==> src/rtl/bitcoin_pkg.sv <==
// Shared types and constants for the nonce-hasher memory front/back end.
package bitcoin_pkg;

  typedef logic [31:0] word_t;

  localparam int NUM_MSG_WORDS = 19;

  typedef enum logic [2:0] {
    IDLE,
    READ,
    READ_LAST,
    HASH,
    WAIT,
    WRITE,
    DONE
  } state_t;

endpackage

==> src/rtl/bitcoin_mem_io.sv <==
// Memory-side controller: reads the 19-word header, starts the hasher, waits for it,
// then writes one result word per nonce back to memory.
module bitcoin_mem_io
  import bitcoin_pkg::*;
#(
  parameter int NUM_NONCES = 16,
  parameter int ADDR_W     = 16
) (
  input  logic              clk,
  input  logic              reset,
  input  logic              start,
  input  logic [ADDR_W-1:0] message_addr,
  input  logic [ADDR_W-1:0] output_addr,
  output logic              done,
  output logic [ADDR_W-1:0] mem_addr,
  output logic              mem_we,
  output word_t             mem_write_data,
  input  word_t             mem_read_data,
  output word_t             msg_word [0:NUM_MSG_WORDS-1],
  output logic              hash_start,
  input  logic              hash_done,
  input  word_t             answer [0:NUM_NONCES-1]
);

  localparam int CNT_MAX = (NUM_MSG_WORDS > NUM_NONCES) ? NUM_MSG_WORDS : NUM_NONCES;
  localparam int CNT_W   = $clog2(CNT_MAX) + 1;
  localparam int IDX_W   = $clog2(NUM_NONCES);

  localparam logic [CNT_W-1:0] RD_LAST = CNT_W'(NUM_MSG_WORDS - 1);
  localparam logic [CNT_W-1:0] WR_LAST = CNT_W'(NUM_NONCES - 1);

  state_t              r_state;
  state_t              w_state_next;
  logic [CNT_W-1:0]    r_rd_cnt;
  logic [CNT_W-1:0]    r_wr_cnt;
  logic [ADDR_W-1:0]   r_msg_base;
  logic [ADDR_W-1:0]   r_out_base;
  word_t               r_msg_word [0:NUM_MSG_WORDS-1];
  word_t               r_result   [0:NUM_NONCES-1];
  logic [NUM_MSG_WORDS-1:0] w_cap_en;
  logic                w_latch_result;

  // Read data lags the address by one cycle, so word k lands while rd_cnt == k+1;
  // the final word arrives in READ_LAST after the counter has stopped.
  for (genvar gi = 0; gi < NUM_MSG_WORDS; gi++) begin : g_cap
    if (gi == NUM_MSG_WORDS - 1) begin : g_last
      assign w_cap_en[gi] = (r_state == READ_LAST);
    end else begin : g_body
      assign w_cap_en[gi] = (r_state == READ) && (r_rd_cnt == CNT_W'(gi + 1));
    end
  end

  assign w_latch_result = (r_state == WAIT) && hash_done;

  always_ff @(posedge clk) begin
    if (reset) begin
      r_state    <= IDLE;
      r_rd_cnt   <= '0;
      r_wr_cnt   <= '0;
      r_msg_base <= '0;
      r_out_base <= '0;
    end else begin
      r_state <= w_state_next;
      case (r_state)
        IDLE: begin
          r_rd_cnt <= '0;
          r_wr_cnt <= '0;
          if (start) begin
            r_msg_base <= message_addr;
            r_out_base <= output_addr;
          end
        end
        READ:    r_rd_cnt <= r_rd_cnt + 1'b1;
        WAIT:    r_wr_cnt <= '0;
        WRITE:   r_wr_cnt <= r_wr_cnt + 1'b1;
        default: ;
      endcase
    end
  end

  always_ff @(posedge clk) begin
    if (reset) begin
      for (int k = 0; k < NUM_MSG_WORDS; k++) r_msg_word[k] <= '0;
      for (int k = 0; k < NUM_NONCES; k++)    r_result[k]   <= '0;
    end else begin
      for (int k = 0; k < NUM_MSG_WORDS; k++) begin
        if (w_cap_en[k]) r_msg_word[k] <= mem_read_data;
      end
      if (w_latch_result) begin
        for (int k = 0; k < NUM_NONCES; k++) r_result[k] <= answer[k];
      end
    end
  end

  always_comb begin
    w_state_next = r_state;
    case (r_state)
      IDLE:      if (start) w_state_next = READ;
      READ:      if (r_rd_cnt == RD_LAST) w_state_next = READ_LAST;
      READ_LAST: w_state_next = HASH;
      HASH:      w_state_next = WAIT;
      WAIT:      if (hash_done) w_state_next = WRITE;
      WRITE:     if (r_wr_cnt == WR_LAST) w_state_next = DONE;
      DONE:      w_state_next = IDLE;
      default:   w_state_next = IDLE;
    endcase
  end

  always_comb begin
    mem_addr       = '0;
    mem_we         = 1'b0;
    mem_write_data = '0;
    hash_start     = 1'b0;
    done           = 1'b0;
    case (r_state)
      READ: mem_addr = r_msg_base + ADDR_W'(r_rd_cnt);
      HASH: hash_start = 1'b1;
      WRITE: begin
        mem_we         = 1'b1;
        mem_addr       = r_out_base + ADDR_W'(r_wr_cnt);
        mem_write_data = r_result[r_wr_cnt[IDX_W-1:0]];
      end
      DONE:    done = 1'b1;
      default: ;
    endcase
  end

  assign msg_word = r_msg_word;

endmodule

==> config.mk <==
export PLATFORM = sky130hd
export DESIGN_NAME = bitcoin_mem_io
export DESIGN_NICKNAME = d
export VERILOG_FILES = /design/src/rtl/bitcoin_pkg.sv /design/src/rtl/bitcoin_mem_io.sv
export SDC_FILE = /design/constraint.sdc
export NUM_CORES = 2
export LEC_CHECK = 0
export BUFFER_PORTS_ARGS = -buffer_cell sky130_fd_sc_hd__buf_2
export CAP_MARGIN = 40
export CORE_AREA = 2 2 485 487
export CTS_CLUSTER_SIZE = 16
export DETAILED_ROUTE_END_ITERATION = 12
export DIE_AREA = 0 0 487 489
export SYNTH_ARGS = -nofsm -noshare
export SYNTH_HDL_FRONTEND = slang
export SYNTH_SLANG_ARGS = --single-unit
==> constraint.sdc <==
create_clock -name clk -period 33.5 [get_ports clk]
set_clock_uncertainty 0.05 [all_clocks]
set_input_delay 3.35 -clock clk [delete_from_list [all_inputs] [get_ports clk]]
set_output_delay 3.35 -clock clk [all_outputs]
set_load 0.02 [all_outputs]
==> metrics.cfg <==
[sta]
period_needed_ps = 8590
setup_viol = 0
worstMarginPinSlew_ps = 1240
fmax_mhz = 116
fin_crit_sh = 0.256
timing.final.ws_setup_ps = 24920
final-hold-violation-count = 0
slew_viol_final = 0
fin_setup_tns_ps = 0
rsz0062_at_grt = false
slew_headroom = 0.171

[worst_setup_path]
slowest_stage = buf_4
worstSetupPathType = flip-flop to output port
start_kind = flip-flop
slowest_delay_ps = 780
cp_max_fo = 39
path_cells = buf_4, buf_4, buf_4, mux4_2, mux4_2, and2_1, buf_2
crit_top_cell = buf_4
cp_top_family = buffers and inverters
critPathArrivalTime_ps = 5190
path_buf_inv = 4
required_ps = 30100
cp-end-kind = output port

[synthesis]
seq_area_frac_synth = 0.600
syn_area_um2 = 47600
async_flop_share = 0
synth_ff_type = dfxtp_1
syn_inst = 4441
syn_avg_cell_area_um2 = 10.7
synth_top_area_share = 0.323
yosysTopAreaCell = edfxtp_1
synth_area_leaders = edfxtp_1 32%, dfxtp_1 28%, nand2_1 10%
synth.ff_latch_count = 1171
synth_edf_count = 512
yosys_warnings = 0
synth_cell_types = 53
syn-num-nets = 5040

[finish]
area_growth_pct = 30.2
drive_gt1_frac = 0.330
nets = 6122
fillCellCount = 24600
fin_util = 0.265
fin_cells = 8734

[detailed_routing]
via_per_inst = 4.34
drt_iter0_drc = 2950
postRouteAntennaNets = 0
drc = 0
wl_per_cell_um = 22.7
dr.pass1.iters = 6
vias = 37900
wirelength_mm = 199

[floorplan]
core_area_um2 = 234000
rows = 178
chipWidth_um = 487
die_area_um2 = 238000
ioPinCount = 1239
die_y_um = 489
start_util = 0.204

[min_path]
min_path_type = flip-flop to flip-flop

[clock_tree]
post_cts_resized = 0
cts_buffers = 131
clockBufferDepth = 3
cts_sinks = 1171
root_buffer = clkbuf_16
path_clk_slew_ps = 60
cts_tree = yes
clock_latency_ps = 780
post-cts-setup-buffers = 0
htreeDepth = 4
cts_hold_buffers = 0

[power_and_ir_drop]
p_total_mw = 3.26
p_leak_nw = 23.8
vdd_drop_max_mv = 0.0445
power_density_nw_per_um2 = 52.7

[grt]
grt_pass1_vias = 36400
grt_max_degree = 219
grt_overflow = 0
antenna_found_initial = 71
grt_util_all_layers = 0.159
grt_pass1_wl_mm = 270

[placed_design]
place_inst = 8450
place_ws_ps = 25050
hpwl_mm = 148
place.gp.congestion = 0.841
portBuffers = 1238

[run_status]
status = completed

[run]
maxCapViolations = 0

[per-layer routing]
layer	GRT usage	routed length, um	vias to the layer above
met1	0.183	74800	18300
li1	-	-	17200
met5	0	235	-
met2	0.273	98000	2003
met4	0.0755	8900	36
met3	0.0403	16600	400
[worst min-delay path: stages (launching register included)]
cell     delay [ps]
dfxtp_1         310
nand2_1          50
a21oi_1          50
[cell usage after synthesis, drive strengths merged, types with 3 or more instances]
| master | number |
|---|---|
| nand2 | 1316 |
| dfxtp | 659 |
| a21oi | 656 |
| edfxtp | 512 |
| and2 | 370 |
| clkbuf | 270 |
| nor2b | 194 |
| mux4 | 160 |
| buf | 115 |
| nor2 | 24 |
| ha | 17 |
| xor2 | 17 |
| nor3 | 13 |
| o21ai | 11 |
| inv | 10 |
| o22ai | 10 |
| nand3 | 9 |
| nand4 | 6 |
| or2 | 6 |
| and3 | 5 |
| o211ai | 5 |
| o21a | 5 |
| xnor2 | 5 |
| a21o | 4 |
| or3 | 4 |
| a211oi | 3 |
| nand2b | 3 |
| nand3b | 3 |
| nor4 | 3 |
| nor4b | 3 |
| o2111ai | 3 |
[logic make-up after synthesis]
family	count (synthesis)	share of synthesized area
xor gates and xnor gates	22	0.00405
adders and majority gates	19	0.00531
and+or+nand+nor	1962	0.188
buffers and inverters	395	0.0393
AOI/OAI and AO/OA	708	0.0860
muxes	164	0.0766
DFF	1171	0.600
[area by class of cell]
type | instances | area [um2] | share of cell area
Antenna cell | 46 | 115 | 0.00186
Clock buffer | 175 | 3740 | 0.0604
Clock inverter | 63 | 781 | 0.0126
Inverter | 10 | 37.5 | 0.000606
Multi-Input combinational cell | 2875 | 17200 | 0.278
Sequential cell | 1171 | 28600 | 0.461
Tap cell | 3060 | 3830 | 0.0618
Timing Repair Buffer | 1334 | 7670 | 0.124
[report_power, final]
part           internal, mW  switching, mW  leakage [nW]
combinational        0.0712          0.129          11.0
clock                 0.882          0.630          2.23
sequential             1.53         0.0205          10.6
total                  2.48          0.780          23.8
[flip-flops by register name, summed over array words and instances, names as in the netlist, named ones only]
name	flops
r_state	3
r_wr_cnt	6
msg_word	608
r_msg_base	16
r_out_base	16
r_result	512
r_rd_cnt	6
[cells in the final DEF (no fill, tap or decap), types with 6 or more instances in the layout]
cell type  instances
clkinv_2          20
o22ai_1           10
nor2b_1          193
buf_16            17
nor2_1            24
edfxtp_1         512
nand2_1         1308
nand4_1            6
mux4_2           160
dfxtp_1          655
nand2_2            8
ha_1              17
clkbuf_16        136
clkbuf_8          19
nand3_1            9
a21oi_1          536
and2_1           361
bufinv_16         11
buf_4             45
o21ai_0           11
a21oi_2          120
clkinv_1          13
clkbuf_1          19
buf_12            30
buf_2           1237
diode_2           46
inv_16             6
xor2_1            17
inv_1              9
nor3_1             9
and2_2             9
[worst paths after layout]
kind         cells past startpoint          start            endpoint  slack, ps
max reg2reg                      8     r_state[0]     r_result[10][0]      28020
max                              7      flip-flop  mem_write_data[29]      24920
min                              2  msg_word[561]       msg_word[561]        400
min reg2reg                      2  msg_word[561]       msg_word[561]        400
[through the flow]
stage          instance area, um2  hold slack [ps]
2_1_floorplan               47600              390
3_3_place_gp                56300              389
3_5_place_dp                57300              393
4_1_cts                     61900              402
5_1_grt                     61900              416
6_report                    62000              400
No activity file was read; power rests on OpenSTA's default activity.
